===== config.mk =====
export PLATFORM = sky130hd
export DESIGN_NAME = decode_stage
export DESIGN_NICKNAME = d
export VERILOG_FILES = /design/src/rtl/instruction_utils_pkg.sv /design/src/rtl/instr_decode_core.sv /design/src/rtl/decode_stage.sv
export SDC_FILE = /design/constraint.sdc
export NUM_CORES = 1
export LEC_CHECK = 0
export ABC_CLOCK_PERIOD_IN_PS = 8100
export BUFFER_PORTS_ARGS = -buffer_cell sky130_fd_sc_hd__buf_4
export CAP_MARGIN = 20
export CORE_ASPECT_RATIO = 1.4
export CORE_MARGIN = 5
export CORE_UTILIZATION = 60
export CTS_BUF_LIST = sky130_fd_sc_hd__clkbuf_16
export CTS_CLUSTER_DIAMETER = 150
export CTS_CLUSTER_SIZE = 24
export DETAILED_ROUTE_END_ITERATION = 7
export GPL_TIMING_DRIVEN = 0
export HOLD_SLACK_MARGIN = 0.03
export PLACE_DENSITY_LB_ADDON = 0.2
export SLEW_MARGIN = 20
export SYNTH_ARGS = -nofsm -noshare
export SYNTH_HDL_FRONTEND = slang
export SYNTH_SLANG_ARGS = --single-unit

===== constraint.sdc =====
create_clock -name clk -period 8.1 [get_ports clk]
set_input_delay 0.81 -clock clk [delete_from_list [all_inputs] [get_ports clk]]
set_output_delay 0.81 -clock clk [all_outputs]
set_load 0.05 [all_outputs]

===== src/rtl/instruction_utils_pkg.sv =====
// Shared RV32I(+M, +system) instruction vocabulary: decoded instruction kinds,
// major opcodes and the funct fields the decoder keys on.
package instruction_utils;

  typedef enum logic [5:0] {
    INSTR_ILLEGAL,
    INSTR_LUI, INSTR_AUIPC, INSTR_JAL, INSTR_JALR,
    INSTR_BEQ, INSTR_BNE, INSTR_BLT, INSTR_BGE, INSTR_BLTU, INSTR_BGEU,
    INSTR_LB, INSTR_LH, INSTR_LW, INSTR_LBU, INSTR_LHU,
    INSTR_SB, INSTR_SH, INSTR_SW,
    INSTR_ADDI, INSTR_SLTI, INSTR_SLTIU, INSTR_XORI, INSTR_ORI, INSTR_ANDI,
    INSTR_SLLI, INSTR_SRLI, INSTR_SRAI,
    INSTR_ADD, INSTR_SUB, INSTR_SLL, INSTR_SLT, INSTR_SLTU,
    INSTR_XOR, INSTR_SRL, INSTR_SRA, INSTR_OR, INSTR_AND,
    INSTR_MUL, INSTR_MULH, INSTR_MULHSU, INSTR_MULHU,
    INSTR_DIV, INSTR_DIVU, INSTR_REM, INSTR_REMU,
    INSTR_FENCE, INSTR_ECALL, INSTR_EBREAK
  } rv32i_instr_e;

  localparam logic [6:0] OPCODE_LUI      = 7'b0110111;
  localparam logic [6:0] OPCODE_AUIPC    = 7'b0010111;
  localparam logic [6:0] OPCODE_JAL      = 7'b1101111;
  localparam logic [6:0] OPCODE_JALR     = 7'b1100111;
  localparam logic [6:0] OPCODE_BRANCH   = 7'b1100011;
  localparam logic [6:0] OPCODE_LOAD     = 7'b0000011;
  localparam logic [6:0] OPCODE_STORE    = 7'b0100011;
  localparam logic [6:0] OPCODE_OP_IMM   = 7'b0010011;
  localparam logic [6:0] OPCODE_OP       = 7'b0110011;
  localparam logic [6:0] OPCODE_MISC_MEM = 7'b0001111;
  localparam logic [6:0] OPCODE_SYSTEM   = 7'b1110011;

  localparam logic [6:0] FUNCT7_BASE   = 7'b0000000;
  localparam logic [6:0] FUNCT7_ALT    = 7'b0100000;
  localparam logic [6:0] FUNCT7_MULDIV = 7'b0000001;

  localparam logic [2:0] FUNCT3_MUL    = 3'b000;
  localparam logic [2:0] FUNCT3_MULH   = 3'b001;
  localparam logic [2:0] FUNCT3_MULHSU = 3'b010;
  localparam logic [2:0] FUNCT3_MULHU  = 3'b011;
  localparam logic [2:0] FUNCT3_DIV    = 3'b100;
  localparam logic [2:0] FUNCT3_DIVU   = 3'b101;
  localparam logic [2:0] FUNCT3_REM    = 3'b110;
  localparam logic [2:0] FUNCT3_REMU   = 3'b111;

  localparam logic [31:0] INSTR_WORD_ECALL  = 32'h0000_0073;
  localparam logic [31:0] INSTR_WORD_EBREAK = 32'h0010_0073;

  // Branches, stores, fences and traps never produce a register result.
  function automatic logic writes_rd(input rv32i_instr_e t);
    case (t)
      INSTR_ILLEGAL,
      INSTR_BEQ, INSTR_BNE, INSTR_BLT, INSTR_BGE, INSTR_BLTU, INSTR_BGEU,
      INSTR_SB, INSTR_SH, INSTR_SW,
      INSTR_FENCE, INSTR_ECALL, INSTR_EBREAK: return 1'b0;
      default:                                return 1'b1;
    endcase
  endfunction

endpackage


===== src/rtl/instr_decode_core.sv =====
// Purely combinational RV32I decoder; M and system instructions are
// recognised only when their enables are set, otherwise reported illegal.
module instr_decode_core
  import instruction_utils::*;
#(
  parameter bit ENABLE_M      = 1'b0,
  parameter bit ENABLE_SYSTEM = 1'b0
) (
  input  logic [31:0]  instr,
  output logic [4:0]   rs1,
  output logic [4:0]   rs2,
  output logic [4:0]   rd,
  output logic [31:0]  imm,
  output logic         rd_write_en,
  output rv32i_instr_e instr_type,
  output logic         illegal
);

  logic [6:0]  opcode;
  logic [2:0]  funct3;
  logic [6:0]  funct7;
  logic [31:0] imm_i;
  logic [31:0] imm_s;
  logic [31:0] imm_b;
  logic [31:0] imm_u;
  logic [31:0] imm_j;

  assign opcode = instr[6:0];
  assign funct3 = instr[14:12];
  assign funct7 = instr[31:25];

  assign imm_i = {{20{instr[31]}}, instr[31:20]};
  assign imm_s = {{20{instr[31]}}, instr[31:25], instr[11:7]};
  assign imm_b = {{19{instr[31]}}, instr[31], instr[7], instr[30:25], instr[11:8], 1'b0};
  assign imm_u = {instr[31:12], 12'h000};
  assign imm_j = {{11{instr[31]}}, instr[31], instr[19:12], instr[20], instr[30:21], 1'b0};

  always_comb begin
    instr_type = INSTR_ILLEGAL;
    if (instr[1:0] == 2'b11) begin
      case (opcode)
        OPCODE_LUI:   instr_type = INSTR_LUI;
        OPCODE_AUIPC: instr_type = INSTR_AUIPC;
        OPCODE_JAL:   instr_type = INSTR_JAL;
        OPCODE_JALR:  if (funct3 == 3'b000) instr_type = INSTR_JALR;
        OPCODE_BRANCH: begin
          case (funct3)
            3'b000:  instr_type = INSTR_BEQ;
            3'b001:  instr_type = INSTR_BNE;
            3'b100:  instr_type = INSTR_BLT;
            3'b101:  instr_type = INSTR_BGE;
            3'b110:  instr_type = INSTR_BLTU;
            3'b111:  instr_type = INSTR_BGEU;
            default: instr_type = INSTR_ILLEGAL;
          endcase
        end
        OPCODE_LOAD: begin
          case (funct3)
            3'b000:  instr_type = INSTR_LB;
            3'b001:  instr_type = INSTR_LH;
            3'b010:  instr_type = INSTR_LW;
            3'b100:  instr_type = INSTR_LBU;
            3'b101:  instr_type = INSTR_LHU;
            default: instr_type = INSTR_ILLEGAL;
          endcase
        end
        OPCODE_STORE: begin
          case (funct3)
            3'b000:  instr_type = INSTR_SB;
            3'b001:  instr_type = INSTR_SH;
            3'b010:  instr_type = INSTR_SW;
            default: instr_type = INSTR_ILLEGAL;
          endcase
        end
        OPCODE_OP_IMM: begin
          case (funct3)
            3'b000: instr_type = INSTR_ADDI;
            3'b010: instr_type = INSTR_SLTI;
            3'b011: instr_type = INSTR_SLTIU;
            3'b100: instr_type = INSTR_XORI;
            3'b110: instr_type = INSTR_ORI;
            3'b111: instr_type = INSTR_ANDI;
            3'b001: if (funct7 == FUNCT7_BASE) instr_type = INSTR_SLLI;
            default: begin
              // funct3 101: logical vs arithmetic right shift by funct7
              if (funct7 == FUNCT7_BASE)     instr_type = INSTR_SRLI;
              else if (funct7 == FUNCT7_ALT) instr_type = INSTR_SRAI;
            end
          endcase
        end
        OPCODE_OP: begin
          if (funct7 == FUNCT7_BASE) begin
            case (funct3)
              3'b000:  instr_type = INSTR_ADD;
              3'b001:  instr_type = INSTR_SLL;
              3'b010:  instr_type = INSTR_SLT;
              3'b011:  instr_type = INSTR_SLTU;
              3'b100:  instr_type = INSTR_XOR;
              3'b101:  instr_type = INSTR_SRL;
              3'b110:  instr_type = INSTR_OR;
              default: instr_type = INSTR_AND;
            endcase
          end else if (funct7 == FUNCT7_ALT) begin
            if (funct3 == 3'b000)      instr_type = INSTR_SUB;
            else if (funct3 == 3'b101) instr_type = INSTR_SRA;
          end else if (funct7 == FUNCT7_MULDIV && ENABLE_M) begin
            case (funct3)
              FUNCT3_MUL:    instr_type = INSTR_MUL;
              FUNCT3_MULH:   instr_type = INSTR_MULH;
              FUNCT3_MULHSU: instr_type = INSTR_MULHSU;
              FUNCT3_MULHU:  instr_type = INSTR_MULHU;
              FUNCT3_DIV:    instr_type = INSTR_DIV;
              FUNCT3_DIVU:   instr_type = INSTR_DIVU;
              FUNCT3_REM:    instr_type = INSTR_REM;
              default:       instr_type = INSTR_REMU;
            endcase
          end
        end
        OPCODE_MISC_MEM: if (ENABLE_SYSTEM && funct3 == 3'b000) instr_type = INSTR_FENCE;
        OPCODE_SYSTEM: begin
          // Only the two exact trap encodings are supported; CSR ops are not.
          if (ENABLE_SYSTEM && instr == INSTR_WORD_ECALL)  instr_type = INSTR_ECALL;
          if (ENABLE_SYSTEM && instr == INSTR_WORD_EBREAK) instr_type = INSTR_EBREAK;
        end
        default: instr_type = INSTR_ILLEGAL;
      endcase
    end
  end

  always_comb begin
    case (instr_type)
      INSTR_JALR, INSTR_LB, INSTR_LH, INSTR_LW, INSTR_LBU, INSTR_LHU,
      INSTR_ADDI, INSTR_SLTI, INSTR_SLTIU, INSTR_XORI, INSTR_ORI, INSTR_ANDI:
        imm = imm_i;
      INSTR_SLLI, INSTR_SRLI, INSTR_SRAI:
        imm = {27'd0, instr[24:20]};
      INSTR_SB, INSTR_SH, INSTR_SW:
        imm = imm_s;
      INSTR_BEQ, INSTR_BNE, INSTR_BLT, INSTR_BGE, INSTR_BLTU, INSTR_BGEU:
        imm = imm_b;
      INSTR_LUI, INSTR_AUIPC:
        imm = imm_u;
      INSTR_JAL:
        imm = imm_j;
      default:
        imm = 32'd0;
    endcase
  end

  assign illegal     = (instr_type == INSTR_ILLEGAL);
  assign rd_write_en = writes_rd(instr_type) && (instr[11:7] != 5'd0);
  assign rs1         = illegal ? 5'd0 : instr[19:15];
  assign rs2         = illegal ? 5'd0 : instr[24:20];
  assign rd          = illegal ? 5'd0 : instr[11:7];

endmodule


===== src/rtl/decode_stage.sv =====
// Decode pipeline stage: decodes on entry, then holds results in an output
// register backed by a one-entry skid register so in_ready can be a flop.
module decode_stage
  import instruction_utils::*;
#(
  parameter bit ENABLE_M      = 1'b0,
  parameter bit ENABLE_SYSTEM = 1'b0,
  parameter int PC_WIDTH      = 32
) (
  input  logic                clk,
  input  logic                rst,
  input  logic                flush,
  input  logic                in_valid,
  output logic                in_ready,
  input  logic [31:0]         in_instr,
  input  logic [PC_WIDTH-1:0] in_pc,
  output logic                out_valid,
  input  logic                out_ready,
  output logic [4:0]          out_rs1,
  output logic [4:0]          out_rs2,
  output logic [4:0]          out_rd,
  output logic [31:0]         out_imm,
  output logic                out_rd_write_en,
  output logic [PC_WIDTH-1:0] out_pc,
  output rv32i_instr_e        out_instr_type,
  output logic                out_illegal,
  output logic [15:0]         illegal_count
);

  typedef enum logic [1:0] {ST_EMPTY, ST_ONE, ST_TWO} state_e;

  typedef struct packed {
    logic [4:0]          rs1;
    logic [4:0]          rs2;
    logic [4:0]          rd;
    logic [31:0]         imm;
    logic                rd_write_en;
    rv32i_instr_e        instr_type;
    logic                illegal;
    logic [PC_WIDTH-1:0] pc;
  } entry_t;

  localparam entry_t ENTRY_RESET = '{
    rs1: 5'd0, rs2: 5'd0, rd: 5'd0, imm: 32'd0, rd_write_en: 1'b0,
    instr_type: INSTR_ILLEGAL, illegal: 1'b0, pc: '0
  };

  state_e       state_q, state_d;
  entry_t       out_entry_q, out_entry_d;
  entry_t       skid_entry_q, skid_entry_d;
  logic         in_ready_q, in_ready_d;
  logic         out_valid_q, out_valid_d;
  logic [15:0]  illegal_count_q, illegal_count_d;

  entry_t       new_entry;
  logic [4:0]   dec_rs1, dec_rs2, dec_rd;
  logic [31:0]  dec_imm;
  logic         dec_rd_write_en, dec_illegal;
  rv32i_instr_e dec_instr_type;
  logic         in_xfer, out_xfer;

  instr_decode_core #(
    .ENABLE_M      (ENABLE_M),
    .ENABLE_SYSTEM (ENABLE_SYSTEM)
  ) u_core (
    .instr       (in_instr),
    .rs1         (dec_rs1),
    .rs2         (dec_rs2),
    .rd          (dec_rd),
    .imm         (dec_imm),
    .rd_write_en (dec_rd_write_en),
    .instr_type  (dec_instr_type),
    .illegal     (dec_illegal)
  );

  always_comb begin
    new_entry             = ENTRY_RESET;
    new_entry.rs1         = dec_rs1;
    new_entry.rs2         = dec_rs2;
    new_entry.rd          = dec_rd;
    new_entry.imm         = dec_imm;
    new_entry.rd_write_en = dec_rd_write_en;
    new_entry.instr_type  = dec_instr_type;
    new_entry.illegal     = dec_illegal;
    new_entry.pc          = in_pc;
  end

  assign in_xfer  = in_valid && in_ready_q;
  assign out_xfer = out_valid_q && out_ready;

  always_comb begin
    state_d         = state_q;
    out_entry_d     = out_entry_q;
    skid_entry_d    = skid_entry_q;
    illegal_count_d = illegal_count_q;

    if (flush) begin
      state_d = ST_EMPTY;
    end else begin
      case (state_q)
        ST_EMPTY: begin
          if (in_xfer) begin
            out_entry_d = new_entry;
            state_d     = ST_ONE;
          end
        end
        ST_ONE: begin
          if (in_xfer && out_xfer) begin
            out_entry_d = new_entry;
          end else if (in_xfer) begin
            skid_entry_d = new_entry;
            state_d      = ST_TWO;
          end else if (out_xfer) begin
            state_d = ST_EMPTY;
          end
        end
        ST_TWO: begin
          // in_ready is low here, so only the output side can move.
          if (out_xfer) begin
            out_entry_d = skid_entry_q;
            state_d     = ST_ONE;
          end
        end
        default: state_d = ST_EMPTY;
      endcase

      if (out_xfer && out_entry_q.illegal && illegal_count_q != 16'hFFFF) begin
        illegal_count_d = illegal_count_q + 16'd1;
      end
    end

    in_ready_d  = (state_d != ST_TWO);
    out_valid_d = (state_d != ST_EMPTY);
  end

  always_ff @(posedge clk) begin
    if (rst) begin
      state_q         <= ST_EMPTY;
      out_entry_q     <= ENTRY_RESET;
      skid_entry_q    <= ENTRY_RESET;
      in_ready_q      <= 1'b1;
      out_valid_q     <= 1'b0;
      illegal_count_q <= 16'd0;
    end else begin
      state_q         <= state_d;
      out_entry_q     <= out_entry_d;
      skid_entry_q    <= skid_entry_d;
      in_ready_q      <= in_ready_d;
      out_valid_q     <= out_valid_d;
      illegal_count_q <= illegal_count_d;
    end
  end

  assign in_ready        = in_ready_q;
  assign out_valid       = out_valid_q;
  assign out_rs1         = out_entry_q.rs1;
  assign out_rs2         = out_entry_q.rs2;
  assign out_rd          = out_entry_q.rd;
  assign out_imm         = out_entry_q.imm;
  assign out_rd_write_en = out_entry_q.rd_write_en;
  assign out_pc          = out_entry_q.pc;
  assign out_instr_type  = out_entry_q.instr_type;
  assign out_illegal     = out_entry_q.illegal;
  assign illegal_count   = illegal_count_q;

endmodule


==> results.json, run 1 <==
{
  "design.die.area_mm2": 0.01730,
  "yosys.cell_types.count": 67,
  "synth_cells": 1113,
  "finalWeightedCongestion": 0.9735,
  "timing_worst_setup_path_type": "primary input to flip-flop",
  "largest_net_degree_at_the_start_of_global_routing": 19,
  "post_cts_buffers": 0,
  "fillCellCount": 1141,
  "initial_core_utilization_pct": 61.20,
  "postCtsHoldBufs": 0,
  "cell_depth_of_the_worst_hold_path": 2,
  "synth_edf_count": 0,
  "setup.worst_path.end_class": "flip-flop",
  "power_density_mw_per_mm2": 193.4,
  "routed_wl_um": 28680,
  "non_filler_cells_in_the_finished_layout": 1504,
  "drv.max_cap_violation_count": 0,
  "antennaDiodeCount": 0,
  "timing_worst_slew_pin_value_ns": 0.9878,
  "globalRouteTotalUtil_pct": 32.09,
  "coreArea_mm2": 0.01444,
  "post_drt_wl_per_cell_um": 19.07,
  "grt.overflow.total": 0,
  "p_leak_uw": 0.004019,
  "finish.utilization_pct": 75.53,
  "status": "finished clean",
  "finalMaxSlewViolations": 0,
  "grt_pass1_wl_um": 45260,
  "syn_area_per_cell_um2": 7.942,
  "holdPathEnd": "skid_entry_q[11]",
  "post-synth-top-count-cell": "sky130_fd_sc_hd__nand2_1",
  "cp.arrival_ns": 4.50,
  "area_of_the_mapped_netlist_mm2": 0.008840,
  "synth_sequential_area_ratio_pct": 43.93,
  "fin_worst_skew_ns": 0.009795,
  "ys.flop_type": "sky130_fd_sc_hd__dfxtp_1",
  "remaining_number_of_nets_flagged_by_the_antenna_check_after_routing": 0,
  "drt-initial-drc-count": 991,
  "post_synthesis_sequential_element_count": 194,
  "final_period_minus_worst_setup_slack_ns": 4.190,
  "clock.fmax_mhz": 238.7,
  "fin_crit_sh_pct": 51.73,
  "drt-vias-per-instance": 6.226,
  "startpoint_type": "primary input",
  "io_pins": 174,
  "nets": 1373,
  "setup_viol_count_final": 0,
  "drive_gt1_share_pct": 17.41,
  "vias": 9364,
  "total_half_perimeter_wirelength_after_legalization_and_detailed_placement_um": 21130,
  "place_worst_setup_slack_ns": 3.527,
  "timing.critical_path.from": "in_instr[14]",
  "clkTransAtPathRegs_ns": 0.07,
  "reg2reg_depth": 9,
  "postSynth.asyncResetShare_pct": 0,
  "rows": 52,
  "synth_common_cells": "sky130_fd_sc_hd__nand2_1, sky130_fd_sc_hd__dfxtp_1, sky130_fd_sc_hd__nor2_1",
  "worst_ir_drop_vdd_v": 0.0001270,
  "worst_slew_margin_rel_pct": 33.25,
  "initial_antenna_violation_count": 0,
  "synth_nets": 1184,
  "dpl.cell_count": 1472,
  "die_h_um": 153.6,
  "netlist_top_cells_area": "sky130_fd_sc_hd__dfxtp_1, sky130_fd_sc_hd__nand2_1, sky130_fd_sc_hd__nor2_1, sky130_fd_sc_hd__a21oi_1, sky130_fd_sc_hd__a311oi_1",
  "cts_max_level": 4,
  "min-delay-path-class": "flip-flop to flip-flop",
  "synth_top_area_share_pct": 43.93,
  "crit_fanout": 10,
  "rsz0062_at_grt": "no",
  "remaining_drc_errors": 0,
  "tot_pwr_uw": 2109,
  "clock_insertion_delay_worst_skew_ns": 0.44,
  "area_overhead_of_the_layout_relative_to_synthesis_pct": 23.41,
  "clock_tree_sinks": 194,
  "r2r-start": "in_ready",
  "die_w_um": 112.6,
  "synth_area_leader_cell": "sky130_fd_sc_hd__dfxtp_1",
  "required_time_worst_endpoint_ns": 8.41,
  "first_global_vias": 8938,
  "postCtsResizedCells": 0,
  "synth_warnings": 0,
  "reg2reg_slack_ns": 5.35,
  "pre_repair_dr_iteration_count": 5,
  "numPortBuffers": 170,
  "cts_tree": "done",
  "cts-root-buf": "sky130_fd_sc_hd__clkbuf_16",
  "finalHoldViolCount": 0,
  "cts_buf_count": 17,
  "hp-start": "skid_entry_q[11]",
  "tns_ns": 0,
  "clock_path_buffers": 2,
  "reg_to_reg_end": "out_imm[3]",
  "worst_setup_margin_ns": 3.910
}
## cell usage in the layout, fill, tap and decap left out, types with 6 or more instances in the layout
cell type,count
sky130_fd_sc_hd__nand2_1,227
sky130_fd_sc_hd__a311oi_1,47
sky130_fd_sc_hd__nor2_1,132
sky130_fd_sc_hd__a21oi_1,90
sky130_fd_sc_hd__o211ai_1,18
sky130_fd_sc_hd__a22oi_1,12
sky130_fd_sc_hd__o21ai_0,33
sky130_fd_sc_hd__a211oi_1,17
sky130_fd_sc_hd__dfxtp_1,194
sky130_fd_sc_hd__clkbuf_1,86
sky130_fd_sc_hd__nand4_1,7
sky130_fd_sc_hd__a32oi_1,14
sky130_fd_sc_hd__and3_1,17
sky130_fd_sc_hd__buf_4,171
sky130_fd_sc_hd__nand3_1,22
sky130_fd_sc_hd__xor2_1,10
sky130_fd_sc_hd__nand2b_1,9
sky130_fd_sc_hd__clkbuf_16,17
sky130_fd_sc_hd__or3_1,6
sky130_fd_sc_hd__buf_1,7
sky130_fd_sc_hd__o21a_1,16
sky130_fd_sc_hd__a221oi_1,16
sky130_fd_sc_hd__inv_1,7
sky130_fd_sc_hd__nor3_1,32
sky130_fd_sc_hd__xnor2_1,8
sky130_fd_sc_hd__a311oi_2,9
## worst max-delay path, stage by stage
cell,delay [ns]
sky130_fd_sc_hd__buf_4,0.08
sky130_fd_sc_hd__clkbuf_1,0.36
sky130_fd_sc_hd__clkbuf_1,0.47
sky130_fd_sc_hd__nand2_1,0.10
sky130_fd_sc_hd__o31ai_1,0.08
sky130_fd_sc_hd__o2bb2ai_1,0.12
sky130_fd_sc_hd__a211oi_2,0.67
sky130_fd_sc_hd__nand4_1,0.57
sky130_fd_sc_hd__and2_0,0.35
sky130_fd_sc_hd__clkbuf_1,0.18
sky130_fd_sc_hd__buf_2,0.23
sky130_fd_sc_hd__a221oi_1,0.36
sky130_fd_sc_hd__nor3_1,0.09
## final cells by class
cell class	instances	area, µm²	share of cell area (%)
repair buffers	170	1276	11.70
well taps	189	236.5	2.168
plain buffers	96	366.6	3.360
clock buffers	17	425.4	3.900
clock inverters	15	131.4	1.204
multi-input cells	817	4567	41.86
inverters	6	22.52	0.2064
flip-flops and latches	194	3884	35.60
## flip-flops by register name, indices dropped and copies added, names as in the netlist, 5 cells and up
name            flops
out_pc             32
out_instr_type      6
out_rs1             5
illegal_count      16
out_rs2             5
skid_entry_q       87
out_imm            32
out_rd              5
## stage by stage
stage | hold WS [ns] | cell area, µm²
after floorplan | 0.4320 | 8840
after global placement | 0.4378 | 10350
after detailed placement | 0.4447 | 10350
after CTS | 0.4524 | 10910
after global routing | 0.4706 | 10910
final | 0.4555 | 10910
## power by group
part	leakage, µW	total [µW]	switching (µW)	internal, µW
logic	0.00218	309	212	96.3
clock network	0.000262	803	402	401
registers	0.00157	998	16.1	982
## routing by layer
metal / up-vias / part of all wire (%) / global-route usage (%)
li1: 4368 / - / -
met1: 4385 / 36 / 35.03
met2: 483 / 50 / 56.78
met3: 128 / 8.1 / 7.275
met4: 0 / 5.8 / 17.75
met5: - / 0 / 0
## logic make-up (layout without fill, tap and decap cells)
kind of cell	after synthesis	in the layout	synth area share, %
AO/OA/AOI/OAI	301	301	24.64
XOR/XNOR	18	18	1.783
adder cells (fa/ha/maj)	2	2	0.2830
buffers and inverters	102	304	4.402
flip-flops	194	194	43.93
multiplexers	1	1	0.1132
AND/OR/NAND/NOR	495	495	24.84
## how the worst max path moves through the flow
stage | to | cells past startpoint | slack (ns)
6_report | out_rs2[4] | 13 | 3.91
5_1_grt | out_rs1[1] | 13 | 3.73
4_1_cts | out_rs2[4] | 13 | 3.98
3_5_place_dp | out_rs2[4] | 13 | 3.53
3_3_place_gp | out_rs2[4] | 13 | 3.55
2_1_floorplan | skid_entry_q[62] | 10 | 4.30
Note: power is estimated with default switching activity, not from simulation.
==> run 2: changes to the inputs <==
--- a/config.mk
+++ b/config.mk
@@ -5,12 +5,13 @@
 export SDC_FILE = /design/constraint.sdc
 export NUM_CORES = 1
 export LEC_CHECK = 0
-export ABC_CLOCK_PERIOD_IN_PS = 8100
+export ABC_AREA = 1
+export ABC_CLOCK_PERIOD_IN_PS = 4100
 export BUFFER_PORTS_ARGS = -buffer_cell sky130_fd_sc_hd__buf_4
 export CAP_MARGIN = 20
 export CORE_ASPECT_RATIO = 1.4
 export CORE_MARGIN = 5
-export CORE_UTILIZATION = 60
+export CORE_UTILIZATION = 56
 export CTS_BUF_LIST = sky130_fd_sc_hd__clkbuf_16
 export CTS_CLUSTER_DIAMETER = 150
 export CTS_CLUSTER_SIZE = 24
==> constraint.sdc (replaced) <==
create_clock -name clk -period 4.1 [get_ports clk]
set_input_delay 0.41 -clock clk [delete_from_list [all_inputs] [get_ports clk]]
set_output_delay 0.41 -clock clk [all_outputs]
set_load 0.05 [all_outputs]
==> run 2 against run 1 <==
Effect of this change:
- sequential power rose by 96%
- utilization shrank 5.4 points
- synthesized cell count rose by 22%
- routed wire length increased by 2.5%
- die area increased by 12%
- worst setup slack lost 2.6 ns
- critical path type is now flip-flop to flip-flop
==> results.json, run 2 <==
{
  "postCtsHoldBufs": 0,
  "coreArea_mm2": 0.01631,
  "grt_pass1_wl_um": 47200,
  "postLayoutCellArea_mm2": 0.01143,
  "fin_hold_ws_ns": 0.2475,
  "tns_ns": 0,
  "remaining_drc_errors": 0,
  "worst_path_cell_trace": "nand2_1 > inv_1 > nor2_1 > nand3_1 > inv_1 > clkbuf_1 > buf_1 > nand4_1 > o211ai_1 > inv_2",
  "drv.max_cap_violation_count": 0,
  "die_w_um": 119.1,
  "finalHoldViolCount": 0,
  "synth_top_area_share_pct": 41.62,
  "post_synthesis_sequential_element_count": 194,
  "pre_repair_dr_iteration_count": 6,
  "synth_cells": 1358,
  "synth_area_leader_cell": "sky130_fd_sc_hd__dfxtp_1",
  "drive_gt1_share_pct": 15.21,
  "initial_antenna_violation_count": 0,
  "remaining_number_of_nets_flagged_by_the_antenna_check_after_routing": 0,
  "synth_edf_count": 0,
  "finalMaxSlewViolations": 0,
  "worst_ir_drop_vdd_v": 0.0002151,
  "regMostFlops": "skid_entry_q",
  "synth_nets": 1429,
  "numPortBuffers": 169,
  "detailed_place.area_mm2": 0.01085,
  "fin_worst_skew_ns": 0.008239,
  "setup.worst_path.end_class": "flip-flop",
  "cts_max_level": 4,
  "synth_sequential_area_ratio_pct": 41.62,
  "area_of_the_mapped_netlist_mm2": 0.009331,
  "ys.flop_type": "sky130_fd_sc_hd__dfxtp_1",
  "globalRouteTotalUtil_pct": 29.74,
  "io_pins": 174,
  "critPathMostFrequentCell": "sky130_fd_sc_hd__inv_1",
  "worst_slew_margin_rel_pct": 44.84,
  "postSynth.asyncResetShare_pct": 0,
  "cpMaxStageDelayCell": "sky130_fd_sc_hd__clkbuf_1",
  "largest_reg_flops": 87,
  "cpPeakStageDelay_ns": 0.60,
  "drt-vias-per-instance": 5.810,
  "grt.overflow.total": 0,
  "netlist_top_cells_area": "sky130_fd_sc_hd__dfxtp_1, sky130_fd_sc_hd__nand2_1, sky130_fd_sc_hd__nor2_1, sky130_fd_sc_hd__a21oi_1, sky130_fd_sc_hd__inv_1",
  "clock_tree_sinks": 194,
  "p_leak_uw": 0.005089,
  "initial_core_utilization_pct": 57.22,
  "timing_worst_setup_path_type": "flip-flop to flip-flop",
  "power_density_mw_per_mm2": 363.8,
  "rsz0062_at_grt": "no",
  "first_global_vias": 9598,
  "gr-usage-met1_pct": 34.59,
  "met2_usage_pct": 51.63,
  "cp_num_buf_inv": 5,
  "cts-root-buf": "sky130_fd_sc_hd__clkbuf_16",
  "synth_common_cells": "sky130_fd_sc_hd__nand2_1, sky130_fd_sc_hd__nor2_1, sky130_fd_sc_hd__dfxtp_1",
  "startpoint_type": "flip-flop",
  "required_time_worst_endpoint_ns": 4.44,
  "status": "finished clean",
  "rows": 55,
  "fin_crit_sh_pct": 69.02,
  "area_overhead_of_the_layout_relative_to_synthesis_pct": 22.54,
  "nets": 1617,
  "antennaDiodeCount": 0,
  "critPathTopFamily": "buffers and inverters",
  "cp.arrival_ns": 3.17,
  "cts_tree": "done",
  "layout.cells.most_common_list": "sky130_fd_sc_hd__nand2_1, sky130_fd_sc_hd__nor2_1, sky130_fd_sc_hd__dfxtp_1, sky130_fd_sc_hd__buf_4, sky130_fd_sc_hd__inv_1",
  "design.die.area_mm2": 0.01938,
  "post_cts_buffers": 0,
  "min-delay-path-class": "primary input to flip-flop",
  "finalWeightedCongestion": 0.9708,
  "final_period_minus_worst_setup_slack_ns": 2.830,
  "crit_fanout": 10,
  "finish.utilization_pct": 70.11,
  "cts_buf_count": 17,
  "die_h_um": 162.7,
  "total_half_perimeter_wirelength_after_legalization_and_detailed_placement_um": 22020,
  "clkTransAtPathRegs_ns": 0.07,
  "grt_busiest_layer": "met2",
  "grt_use_met3_pct": 6.115,
  "clock_path_buffers": 2,
  "syn_area_per_cell_um2": 6.871,
  "clock.fmax_mhz": 353.4,
  "routed_wl_um": 29380,
  "yosys.cell_types.count": 32,
  "postCtsResizedCells": 0,
  "most_common_cell_after_layout_fill_and_taps_aside": "sky130_fd_sc_hd__nand2_1",
  "post-synth-top-count-cell": "sky130_fd_sc_hd__nand2_1",
  "clock_insertion_delay_worst_skew_ns": 0.44,
  "largest_net_degree_at_the_start_of_global_routing": 18,
  "timing_worst_slew_pin_value_ns": 0.8274,
  "synth_warnings": 0,
  "drt-initial-drc-count": 1142,
  "vias": 10210,
  "setup_viol_count_final": 0,
  "post_drt_wl_per_cell_um": 16.72
}
-- run 2: changes by cell type after synthesis, sizes merged, moves of 16 or more --
cell,delta
o211ai,+16
nand4,+61
o21ai,+46
a21oi,+43
inv,+160
a311oi,-56
nor3,-22
nor2,+71
nand3,+27
and3,-17
a211oi,+46
-- run 2: final cells by class --
| type | instances | area, µm² |
|---|---|---|
| fillers | 1436 | 4875 |
| multi-input cells | 904 | 4447 |
| flip-flops and latches | 194 | 3884 |
| repair buffers | 169 | 1269 |
| inverters | 167 | 626.9 |
| clock buffers | 17 | 425.4 |
| plain buffers | 93 | 374.1 |
| well taps | 199 | 249.0 |
| clock inverters | 14 | 160.2 |
-- run 2: power breakdown --
group	leakage, µW	total [µW]	internal (µW)	switching (µW)
logic	0.00324	522	162	360
registers	0.00157	1960	1940	26.7
clock network	0.000280	1670	905	768
-- run 2: cell families after synthesis --
| family | count (synthesis) | synth area share [%] |
|---|---|---|
| buffers and inverters | 260 | 10.73 |
| adder cells (fa/ha/maj) | 2 | 0.2681 |
| AO/OA/AOI/OAI | 337 | 21.53 |
| flip-flops | 194 | 41.62 |
| AND/OR/NAND/NOR | 565 | 25.85 |
-- run 2: final timing paths --
| kind | from | endpoint | slack, ns | cells past startpoint |
|---|---|---|---|---|
| worst max-delay path | out_valid | skid_entry_q[40] | 1.27 | 10 |
| worst min-delay path | in_pc[31] | skid_entry_q[31] | 0.25 | 3 |
| worst max register to register | out_valid | skid_entry_q[40] | 1.27 | 10 |
| worst min register to register | skid_entry_q[9] | skid_entry_q[9] | 0.45 | 2 |
-- run 2: stage by stage --
step / cells / setup slack [ns] / total power, µW
after floorplan: 1358 / 1.651 / 2323
after global placement: 1726 / 0.9983 / 2514
after detailed placement: 1726 / 0.9901 / 2521
after CTS: 1757 / 1.387 / 4152
after global routing: 1757 / 1.020 / 4295
final: 1757 / 1.270 / 4160
-- run 2: worst min-delay path: cells and delay by family --
kind,cells,cell delay (ns)
AOI/OAI and AO/OA,1,0.08
and+or+nand+nor,1,0.08
buffers and inverters,1,0.09
-- run 2: layer usage --
layer,vias to the layer above,share of wire (%),wire length [µm]
met5,-,0,0
met4,0,4.9,1450
met3,113,8.4,2469
met2,554,49,14360
met1,4624,38,11100
li1,4918,-,-
